===== src/rtl/pkt_mux_n_if.sv =====
// Packet mux bus bundle: N flattened input flit ports, one registered output
// port, arbitration select and status.
interface pkt_mux_n_if #(
  parameter int N     = 4,
  parameter int DATAW = 66,
  parameter int VCHW  = 2,
  parameter int SELW  = 3
) ();
  logic [N*DATAW-1:0] idata;
  logic [N-1:0]       ivalid;
  logic [N*VCHW-1:0]  ivch;
  logic [N-1:0]       iready;
  logic [SELW-1:0]    sel;
  logic [DATAW-1:0]   odata;
  logic               ovalid;
  logic [VCHW-1:0]    ovch;
  logic               oready;
  logic [N-1:0]       grant;
  logic [15:0]        pkt_cnt;

  modport slave (
    input  idata, ivalid, ivch, sel, oready,
    output iready, odata, ovalid, ovch, grant, pkt_cnt
  );

  modport master (
    output idata, ivalid, ivch, sel, oready,
    input  iready, odata, ovalid, ovch, grant, pkt_cnt
  );
endinterface


===== src/rtl/pkt_mux_n.sv =====
// N:1 packet multiplexer: arbitrates on HEAD flits, locks the output to the
// winning port until its TAIL, and drives one registered valid/ready stage.
module pkt_mux_n #(
  parameter int N     = 4,
  parameter int DATAW = 66,
  parameter int VCHW  = 2,
  parameter int SELW  = 3,
  parameter int MODE  = 1
) (
  input logic        clk,
  input logic        rst_,
  pkt_mux_n_if.slave bus
);
  localparam int PW = (N > 1) ? $clog2(N) : 1;

  typedef enum logic [1:0] {FT_NONE, FT_HEAD, FT_DATA, FT_TAIL} flit_t;
  typedef enum logic {IDLE, LOCKED} state_t;

  state_t           state_q, state_d;
  logic [DATAW-1:0] odata_q, odata_d;
  logic [VCHW-1:0]  ovch_q, ovch_d;
  logic             ovalid_q, ovalid_d;
  logic [N-1:0]     grant_q, grant_d;
  logic [15:0]      pkt_cnt_q, pkt_cnt_d;
  logic [PW-1:0]    lock_q, lock_d;
  logic [PW-1:0]    rr_ptr_q, rr_ptr_d;

  logic [1:0]       ftype [N];
  logic [N-1:0]     cand;
  logic             win_vld;
  logic [PW-1:0]    win_idx;
  logic [PW-1:0]    cur_idx;
  logic [1:0]       cur_type;
  logic [N-1:0]     iready;
  logic             ld;
  logic             xfer;

  for (genvar k = 0; k < N; k++) begin : g_type
    assign ftype[k] = bus.idata[k*DATAW + DATAW - 2 +: 2];
    assign cand[k]  = bus.ivalid[k] && (ftype[k] == FT_HEAD);
  end

  assign ld       = !ovalid_q || bus.oready;
  assign cur_idx  = (state_q == IDLE) ? win_idx : lock_q;
  assign cur_type = ftype[cur_idx];
  assign xfer     = bus.ivalid[cur_idx] && iready[cur_idx];

  // Arbitration among HEAD candidates: round-robin from rr_ptr or external sel
  always_comb begin
    win_vld = 1'b0;
    win_idx = '0;
    if (MODE == 1) begin
      for (int unsigned i = 0; i < N; i++) begin
        if (!win_vld && cand[(32'(rr_ptr_q) + i) % N]) begin
          win_vld = 1'b1;
          win_idx = PW'((32'(rr_ptr_q) + i) % N);
        end
      end
    end else begin
      if ((32'(bus.sel) < N) && cand[bus.sel[PW-1:0]]) begin
        win_vld = 1'b1;
        win_idx = bus.sel[PW-1:0];
      end
    end
  end

  // State register
  always_ff @(posedge clk) begin
    if (!rst_) state_q <= IDLE;
    else       state_q <= state_d;
  end

  // Next state: lock on an accepted HEAD, unlock on an accepted TAIL
  always_comb begin
    state_d = state_q;
    case (state_q)
      IDLE:    if (xfer) state_d = LOCKED;
      LOCKED:  if (xfer && cur_type == FT_TAIL) state_d = IDLE;
      default: state_d = IDLE;
    endcase
  end

  // Per-port accept: only the arbitration winner or the locked port may move
  always_comb begin
    iready = '0;
    if (rst_) begin
      if (state_q == IDLE) begin
        if (win_vld && ld) iready[win_idx] = 1'b1;
      end else begin
        iready[lock_q] = ld;
      end
    end
  end

  // Datapath next values; NONE flits are consumed without reaching the output
  always_comb begin
    odata_d   = odata_q;
    ovch_d    = ovch_q;
    ovalid_d  = ovalid_q;
    grant_d   = grant_q;
    pkt_cnt_d = pkt_cnt_q;
    lock_d    = lock_q;
    rr_ptr_d  = rr_ptr_q;
    if (ld) begin
      ovalid_d = 1'b0;
      if (xfer && cur_type != FT_NONE) begin
        ovalid_d = 1'b1;
        odata_d  = bus.idata[32'(cur_idx)*DATAW +: DATAW];
        ovch_d   = bus.ivch[32'(cur_idx)*VCHW +: VCHW];
      end
    end
    if (xfer && state_q == IDLE) begin
      lock_d           = cur_idx;
      grant_d          = '0;
      grant_d[cur_idx] = 1'b1;
    end
    if (xfer && state_q == LOCKED && cur_type == FT_TAIL) begin
      grant_d   = '0;
      pkt_cnt_d = pkt_cnt_q + 16'd1;
      if (MODE == 1) rr_ptr_d = PW'((32'(lock_q) + 1) % N);
    end
  end

  // Datapath and bookkeeping registers
  always_ff @(posedge clk) begin
    if (!rst_) begin
      odata_q   <= '0;
      ovch_q    <= '0;
      ovalid_q  <= 1'b0;
      grant_q   <= '0;
      pkt_cnt_q <= '0;
      lock_q    <= '0;
      rr_ptr_q  <= '0;
    end else begin
      odata_q   <= odata_d;
      ovch_q    <= ovch_d;
      ovalid_q  <= ovalid_d;
      grant_q   <= grant_d;
      pkt_cnt_q <= pkt_cnt_d;
      lock_q    <= lock_d;
      rr_ptr_q  <= rr_ptr_d;
    end
  end

  assign bus.iready  = iready;
  assign bus.odata   = odata_q;
  assign bus.ovch    = ovch_q;
  assign bus.ovalid  = ovalid_q;
  assign bus.grant   = grant_q;
  assign bus.pkt_cnt = pkt_cnt_q;
endmodule


===== src/flat_wrapper.sv =====
// flat-port wrapper written by rule: the top's interface ports become plain ports
module pkt_mux_n_flat 
#(
  parameter int N     = 4,
  parameter int DATAW = 66,
  parameter int VCHW  = 2,
  parameter int SELW  = 3,
  parameter int MODE  = 1
)
  (clk, rst_, bus_idata, bus_ivalid, bus_ivch, bus_sel, bus_oready, bus_iready, bus_odata, bus_ovalid, bus_ovch, bus_grant, bus_pkt_cnt);
  pkt_mux_n_if #(.N(N), .DATAW(DATAW), .VCHW(VCHW), .SELW(SELW)) bus_i ();
  input logic clk;
  input logic rst_;
  input wire logic [$bits(bus_i.idata)-1:0] bus_idata;
  input wire logic [$bits(bus_i.ivalid)-1:0] bus_ivalid;
  input wire logic [$bits(bus_i.ivch)-1:0] bus_ivch;
  input wire logic [$bits(bus_i.sel)-1:0] bus_sel;
  input wire logic [$bits(bus_i.oready)-1:0] bus_oready;
  output wire logic [$bits(bus_i.iready)-1:0] bus_iready;
  output wire logic [$bits(bus_i.odata)-1:0] bus_odata;
  output wire logic [$bits(bus_i.ovalid)-1:0] bus_ovalid;
  output wire logic [$bits(bus_i.ovch)-1:0] bus_ovch;
  output wire logic [$bits(bus_i.grant)-1:0] bus_grant;
  output wire logic [$bits(bus_i.pkt_cnt)-1:0] bus_pkt_cnt;
  assign bus_i.idata = bus_idata;
  assign bus_i.ivalid = bus_ivalid;
  assign bus_i.ivch = bus_ivch;
  assign bus_i.sel = bus_sel;
  assign bus_i.oready = bus_oready;
  assign bus_iready = bus_i.iready;
  assign bus_odata = bus_i.odata;
  assign bus_ovalid = bus_i.ovalid;
  assign bus_ovch = bus_i.ovch;
  assign bus_grant = bus_i.grant;
  assign bus_pkt_cnt = bus_i.pkt_cnt;
  pkt_mux_n #(.N(N), .DATAW(DATAW), .VCHW(VCHW), .SELW(SELW), .MODE(MODE)) u_core (.clk(clk), .rst_(rst_), .bus(bus_i));
endmodule

===== config.mk =====
export PLATFORM = sky130hd
export DESIGN_NAME = pkt_mux_n_flat
export DESIGN_NICKNAME = d
export VERILOG_FILES = /design/src/rtl/pkt_mux_n_if.sv /design/src/rtl/pkt_mux_n.sv /design/src/flat_wrapper.sv
export SDC_FILE = /design/constraint.sdc
export NUM_CORES = 1
export LEC_CHECK = 0
export CORE_AREA = 8 8 140 142
export DETAILED_ROUTE_END_ITERATION = 12
export DIE_AREA = 0 0 148 150
export GPL_TIMING_DRIVEN = 0
export HOLD_SLACK_MARGIN = 0.02
export PLACE_DENSITY = 0.71
export SETUP_SLACK_MARGIN = 0.15
export SLEW_MARGIN = 20
export SYNTH_ARGS = -nofsm -noshare
export SYNTH_HDL_FRONTEND = slang
export SYNTH_SLANG_ARGS = --single-unit

===== constraint.sdc =====
create_clock -name clk -period 6.6 [get_ports clk]
set_clock_uncertainty 0.05 [all_clocks]
set_input_delay 1.32 -clock clk [delete_from_list [all_inputs] [get_ports clk]]
set_output_delay 1.32 -clock clk [all_outputs]
set_load 0.02 [all_outputs]

== Word-level counts from Yosys, hierarchy flattened ==
Index checks and enable logic that the tools add are counted.

* Output and inout bits: 93
* Input port bits: 282
* Flip-flop bits (word level): 94
* Word-level logic and storage cells: 98

* Order comparisons: 11
* Reductions and logical operators: 25
* Multiplexer cells: 37
* Multiply operators: 1
* Add/subtract/negate cells: 5
* Shifts and indexed selects: 2
* Bitwise gates (word level): 4
* Equality and inequality tests: 5

{| class="wikitable"
|+ Operator list
! kind !! number
|-
| variable part select 264 x 10 -> 66 bit || 1
|-
| < comparator 2 x 3 -> 1 bit (second input constant) || 7
|-
| logical AND 1 bit || 17
|-
| adder 16 x 1 -> 16 bit (second input constant) || 1
|-
| two-way mux 1 bit || 16
|-
| two-way mux 2 bit || 7
|-
| binary-select mux 1 bit (select 2 bit) || 6
|-
| two-way mux 4 bit || 3
|-
| == test 2 x 1 -> 1 bit (second input constant) || 4
|-
| multiplier 2 x 6 -> 8 bit (second input constant) || 1
|-
| variable part select 8 x 4 -> 2 bit || 1
|-
| demux 1 bit (select 2 bit) || 3
|-
| >= comparator 2 x 1 -> 1 bit (second input constant) || 3
|-
| adder 2 x 1 -> 2 bit (second input constant) || 2
|-
| adder 2 bit (second input constant) || 2
|-
| AND 4 bit || 1
|-
| binary-select mux 2 bit (select 2 bit) || 1
|-
| zero test 1 bit || 4
|-
| >= comparator 3 bit (second input constant) || 1
|-
| NOT 2 -> 3 bit || 1
|-
| == test 2 bit (second input constant) || 1
|-
| NOT 1 bit || 2
|-
| one-hot mux 1 bit (2 select lines) || 1
|-
| AND reduction 2 bit || 1
|-
| 3 further kinds || 3
|}

== Longest topological paths before layout ==
Gate-level depths: netlist (run 1).

* Depth after elaboration: 27
* Mapped depth: 12
* Gate-level depth less buffers: 8

== Worst setup path after synthesis (run 1) ==
No wires, ideal clock.

* Path type: input to output
* Start: input bus_idata[197]
* End: output bus_iready[3]
* Cell stages on the path: 4
* Buffers on the path: 0
* Path slack: 2376 ps
* Required time: 5230 ps
* Data arrival time: 2854 ps
* Cells stage by stage: nand3b_1 -> or3_4 -> a211o_1 -> a221oi_1

* Cells in the longest elaborated chain, start to end: 21
* Elaborated cells on any way between the ends: 33
* Classes of those cells: order compare (2); eq/ne (1); mux (21); reduce/logical (9)

{| class="wikitable"
|+ RTL lines
! element !! RTL line !! source
|-
| start, declared || flat_wrapper.sv:14 || <nowiki>input wire logic [$bits(bus_i.idata)-1:0] bus_idata;</nowiki>
|-
| == test 2 x 1 -> 1 bit (*) || pkt_mux_n.sv:40 || <nowiki>assign cand[k] = bus.ivalid[k] && (ftype[k] == FT_HEAD);</nowiki>
|-
| logical AND 1 bit (*) || pkt_mux_n.sv:40 ||
|-
| binary-select mux 1 bit (select 2 bit) || pkt_mux_n.sv:54 || <nowiki>if (!win_vld && cand[(32'(rr_ptr_q) + i) % N]) begin</nowiki>
|-
| two-way mux 1 bit (not written as such) || pkt_mux_n.sv:54 ||
|-
| two-way mux 1 bit || pkt_mux_n.sv:54 ||
|-
| zero test 1 bit || pkt_mux_n.sv:54 ||
|-
| logical AND 1 bit || pkt_mux_n.sv:54 ||
|-
| two-way mux 1 bit || pkt_mux_n.sv:54 ||
|-
| [... 5 more ...] || -- ||
|-
| two-way mux 2 bit || pkt_mux_n.sv:54 ||
|-
| < comparator 2 x 3 -> 1 bit (not written as such) or >= comparator 2 x 1 -> 1 bit (tied branches) || pkt_mux_n.sv:88 || <nowiki>if (win_vld && ld) iready[win_idx] = 1'b1;</nowiki>
|-
| logical AND 1 bit (not written as such) || pkt_mux_n.sv:88 ||
|-
| two-way mux 1 bit (not written as such) || pkt_mux_n.sv:88 ||
|-
| demux 1 bit (select 2 bit) || -- ||
|-
| two-way mux 4 bit (*) || pkt_mux_n.sv:88 ||
|-
| two-way mux 4 bit (*) || pkt_mux_n.sv:87 || <nowiki>if (state_q == IDLE) begin</nowiki>
|-
| two-way mux 4 bit (*) || pkt_mux_n.sv:86 || <nowiki>if (rst_) begin</nowiki>
|-
| end, declared || flat_wrapper.sv:19 || <nowiki>output wire logic [$bits(bus_i.iready)-1:0] bus_iready;</nowiki>
|}

Every way passes the cells marked *; elsewhere a longest branch is shown, timed or not. The select of a mux whose other input is x is not followed.

== Worst setup path in the final report (run 1) ==
* Start: input rst_
* End: output bus_iready[2]

* Cells in the longest elaborated chain, start to end: 1

{| class="wikitable"
|+ RTL lines
! element !! RTL line !! source
|-
| start, declared || flat_wrapper.sv:13 || <nowiki>input logic rst_;</nowiki>
|-
| two-way mux 4 bit || pkt_mux_n.sv:86 ||
|}

No other way between the ends.

==> flow_summary.ini, run 1 <==
[power]
cellLeakagePower_uw = 0.00321
irDropWorstVdd_mv = 0.115
power.internal_uw = 1150
finalPower_uw = 1640
p_clk_share_pct = 30.1
p_switching_uw = 494
swShare_pct = 30.1
power_frac_comb_pct = 32.3
p_seq_share_pct = 37.5
pwr_density_cell_nw_per_um2 = 175

[global_route]
grt_pass1_wl_mm = 39.2
grt.overflow.total = 0
grt_max_degree = 16
antenna_found_initial = 0
grt_pass1_vias = 6983
grt_use_total_pct = 22.6

[finish]
fillers = 1721
diodes = 0
final_nets = 1261
drive_gt1_share_pct = 3.27
layout.cells.non_filler = 1208
seq_area_um2 = 1880
area_growth_pct = 84.2
multiInputGateArea_um2 = 2930
design_area_um2 = 9360

[synthesis]
synth_warnings = 0
synth_nets = 879
ys_seq_elements = 94
synth_area_leaders = dfxtp_1 37%, a221oi_1 12%, a22o_1 12%
synthFlopType = dfxtp_1
synth_top_area_cell = dfxtp_1
syn_inst = 592
synth.distinct_cells = 52
synth_edf_count = 0
seq_area_frac_synth_pct = 37.0
async_flop_share_pct = 0
netlist.area_leader.share_pct = 37.0
syn_avg_cell_area_um2 = 8.58
synth_area_um2 = 5080

[worst_setup_path]
critPathKind = input port to output port
worst-r2r-cell-count = 11
crit_required_ps = 5230
end_kind = output port
startpoint_type = input port
critPathMaxFanout = 10
cp_data_arrival_time_ps = 3970

[place]
dp_hpwl_mm = 21.8
place_area_um2 = 9080
gp_congestion = 0.916
port_buffers = 371
dp.cells = 1192

[sta]
tns_ps = 0
maxSlewHeadroom_pct = 56.2
worstMarginPinSlew_ps = 658
max_freq_mhz = 187
period_share_pct = 80.9
finalCriticalPeriod_ps = 5340
rsz0062_at_grt = false
setup_violations = 0
final_max_slew_viol_count = 0
hold_viol_final = 0

[clock_network]
clk_latency_ps = 340
cts.repair.resized = 0
cts.path.max_buffers = 2
clk_pin_slew_ps = 70
postCtsSetupBuffers = 0
cts_made_buffers = 9
holdBufCountCts = 0
clock_sinks = 94
htree_levels = 3
cts-root-buf = clkbuf_16
cts_tree = built

[floorplan]
die_h_um = 150
ioPinCount = 375
die-area_um2 = 22200
die_width_um = 148
fp.coreArea_um2 = 17500
rows = 49
start_util_pct = 29.0

[detailed_routing]
drc = 0
final_antenna_net_count = 0
vias = 6589
finalWirelength_mm = 26.5
wl_per_cell_um = 21.9
first_pass_iters = 5
vias_per_cell = 5.45
drtIter0Drc = 301

[hold_path]
worstHoldPathCells = 2
hp-class = register to register

[run_status]
outcome = completed

[run]
maxCapViolations = 0
[final cells by class]
cell class | count | area share (%)
buffer | 60 | 2.50
clock buffer | 11 | 2.59
clock inverter | 5 | 0.374
inverter | 9 | 0.361
multi-input combinational | 429 | 31.3
sequential | 94 | 20.1
tap | 229 | 3.06
timing repair buffer | 371 | 39.7
[cells in the mapped netlist (2+ instances only)]
library cell	number
clkinv_1	2
o22ai_1	3
o31ai_1	11
o221ai_1	2
or3_1	4
nand4bb_1	2
nand3_1	77
nand4_1	2
inv_1	7
or4_1	10
o211ai_2	2
a221oi_1	67
buf_1	12
mux2i_1	6
nand4b_1	2
a32oi_1	3
nand2_1	23
a22o_1	67
o21ai_0	77
clkbuf_1	41
nand3b_1	4
dfxtp_1	94
and3_1	4
buf_2	7
nor2_1	12
o21a_1	3
ha_1	5
a21o_1	2
a21oi_1	18
[final timing paths]
check / end / slack, ps / start
hold reg to reg: u_core.bus.odata[59] / 420 / u_core.bus.odata[59]
setup reg to reg: u_core.bus.odata[53] / 3250 / u_core.rr_ptr_q[1]
setup / recovery: bus_iready[2] / 1260 / rst_
hold / removal: u_core.bus.odata[59] / 420 / u_core.bus.odata[59]
[per-layer routing]
metal  part of all wire, %  up-vias  track usage [%]  routed length, µm
met5                     0        -                0                  0
met4                   2.1        0             7.39                548
li1                      -     3149                -                  -
met3                   7.3       29             6.08               1930
met2                    51      257             39.8              13500
met1                    40     3154             25.9              10500
[worst max-delay path, stage by stage]
cell and delay (ps):
clkdlybuf4s50_1 540, clkbuf_1 510, clkinv_1 450, clkbuf_1 350
nor2_1 170, clkdlybuf4s50_1 620
[per-stage QoR]
stage,setup WS [ps],utilization [%],hold slack [ps]
after floorplan,2380,-,426
after global placement,1130,51.8,402
after detailed placement,1140,51.8,411
after CTS,1140,53.4,427
after global routing,1060,53.4,444
final,1260,53.4,424
[power by group through the flow]
stage               Combinational [µW]  Sequential, µW  Clock (µW)
floorplan                          179             662           0
global placement                   529             626           0
detailed placement                 531             628           0
CTS                                532             615         506
global route                       566             619         526
finish                             530             615         494
[registers in the layout (all words and copies together), names as in the netlist]
register            count
u_core.lock_q           2
u_core.bus.ovalid       1
u_core.bus.grant        4
u_core.bus.pkt_cnt     16
u_core.rr_ptr_q         2
u_core.bus.odata       66
u_core.state_q          1
u_core.bus.ovch         2
[cells by family (layout without fill, tap and decap cells)]
family	Yosys count	count (layout)	synth area share (%)
AOI/OAI and AO/OA	267	267	39.0
adders and majority gates	5	5	1.23
buffers and inverters	69	456	5.27
DFF	94	94	37.0
muxes	8	8	1.85
and+or+nand+nor	149	149	15.6
[cells in the final DEF (no fill, tap or decap), types with 2 or more instances in the layout]
master           instances
dfxtp_1                 94
a21o_1                   2
mux2i_1                  6
o221ai_1                 2
nand2_1                 23
or3_1                    4
nand4bb_1                2
a22o_1                  67
o211ai_2                 2
clkbuf_1                42
a32oi_1                  3
buf_2                    7
nand3b_1                 4
clkbuf_16                9
clkinvlp_4               4
buf_1                   12
clkdlybuf4s50_1        371
nand4_1                  2
nor2_1                  12
o21ai_0                 77
o21a_1                   3
clkinv_1                 2
nand4b_1                 2
a221oi_1                67
o31ai_1                 11
ha_1                     5
and3_1                   4
o22ai_1                  3
nand3_1                 77
a21oi_1                 18
or4_1                   10
inv_1                    7
Power figures use the tool's default switching activity.
==> run 2, diff against run 1 <==
CORE_AREA = 8 8 141 143   (was 8 8 140 142)
DIE_AREA = 0 0 149 151   (was 0 0 148 150)
PLACE_DENSITY = 0.7   (was 0.71)
clock period = 5.1 ns   (was 6.6 ns; I/O delays follow)
==> flow_summary.ini, run 2 (same netlist as run 1, synthesis figures left out) <==
[finish]
diodes = 0
fillers = 1683
seq_area_um2 = 1880
final_cell_mix = 371 x clkdlybuf4s50_1, 94 x dfxtp_1, 77 x nand3_1, 77 x o21ai_0
multiInputGateArea_um2 = 2930
final_nets = 1261
area_growth_pct = 84.7
layout.cells.non_filler = 1208
largest_reg_flops = 66
layout_commonest_cell = clkdlybuf4s50_1
drive_gt1_share_pct = 3.37

[global_route]
grt.overflow.total = 0
grt_pass1_wl_mm = 37.8
antenna_found_initial = 0
grt_use_total_pct = 21.6
grt_max_degree = 16
grt_pass1_vias = 6527

[sta]
worstMarginPinSlew_ps = 687
max_freq_mhz = 215
final_max_slew_viol_count = 0
finalCriticalPeriod_ps = 4640
rsz0062_at_grt = false
maxSlewHeadroom_pct = 54.2
setup_violations = 0
tns_ps = 0
period_share_pct = 91.0
hold_viol_final = 0

[worst_setup_path]
crit_path_cell_trace = clkdlybuf4s50_1 > and4b_1 > or3_4 > a211o_1 > a221oi_1 > clkdlybuf4s50_1
end_kind = output port
cp_data_arrival_time_ps = 3570
cpMostUsedCell = clkdlybuf4s50_1
crit_required_ps = 4030
critPathMaxStageDelay_ps = 670
slowest_stage = clkdlybuf4s50_1
startpoint_type = input port
critPathKind = input port to output port
critPathMaxFanout = 6
ff2ff_setup_slack_ps = 1720

[clock_network]
cts.repair.resized = 0
postCtsSetupBuffers = 0
holdBufCountCts = 0
cts-root-buf = clkbuf_16
clock_sinks = 94
cts_made_buffers = 9
clk_pin_slew_ps = 60
clk_latency_ps = 340
htree_levels = 3
cts_tree = built
cts.path.max_buffers = 2

[hold_path]
hp-class = register to register

[detailed_routing]
vias = 6526
drc = 0
final_antenna_net_count = 0
drtIter0Drc = 273
finalWirelength_mm = 26.2
wl_per_cell_um = 21.7
vias_per_cell = 5.40
first_pass_iters = 5

[place]
gp_congestion = 0.858
dp.cells = 1192
dp_hpwl_mm = 21.3
port_buffers = 371

[floorplan]
rows = 49
die-area_um2 = 22500
die_width_um = 149
die_h_um = 151
fp.coreArea_um2 = 17700
start_util_pct = 28.8
ioPinCount = 375

[run]
maxCapViolations = 0

[power]
cellLeakagePower_uw = 0.00323
pwr_density_cell_nw_per_um2 = 232
irDropWorstVdd_mv = 0.142
finalPower_uw = 2170

[run_status]
outcome = completed
run 2: power breakdown:
group          internal (µW)  leakage, µW  switching, µW
clock                    394     0.000142            298
sequential               774     0.000761           21.8
combinational            365      0.00233            321
total                   1530      0.00323            641
run 2: stage by stage:
stage	setup slack, ps	hold WS [ps]	util (%)	area, µm²
floorplan	1480	426	-	5080
global placement	356	403	51.4	9080
detailed placement	247	410	51.4	9080
CTS	247	424	53.1	9380
global route	349	448	53.1	9380
finish	457	421	53.1	9380
run 2: final timing paths:
check / to / cells past startpoint / from
worst max-delay path: bus_iready[3] / 6 / bus_idata[65]
worst max register to register: u_core.bus.odata[59] / 9 / u_core.rr_ptr_q[1]
worst min register to register: u_core.bus.odata[65] / 2 / u_core.bus.odata[65]
worst min-delay path: u_core.bus.odata[65] / 2 / u_core.bus.odata[65]
run 2: area by class of cell:
cell class,count,area share [%]
timing repair buffer,371,39.6
buffer,60,2.51
sequential,94,20.1
clock inverter,5,0.627
tap,229,3.05
clock buffer,11,2.59
inverter,9,0.360
multi-input combinational,429,31.2
run 2: worst max-delay path: cells and delay by family:
kind / cells / cell delay, ps
buffers and inverters: 2 / 1220
AOI/OAI and AO/OA: 2 / 730
and+or+nand+nor: 2 / 590
run 2: layer usage:
metal | up-vias | routed length (µm) | global-route usage, %
li1 | 3147 | - | -
met1 | 3081 | 10500 | 25.8
met2 | 267 | 13200 | 37.6
met3 | 31 | 1930 | 5.23
met4 | 0 | 618 | 6.92
met5 | - | 0 | 0
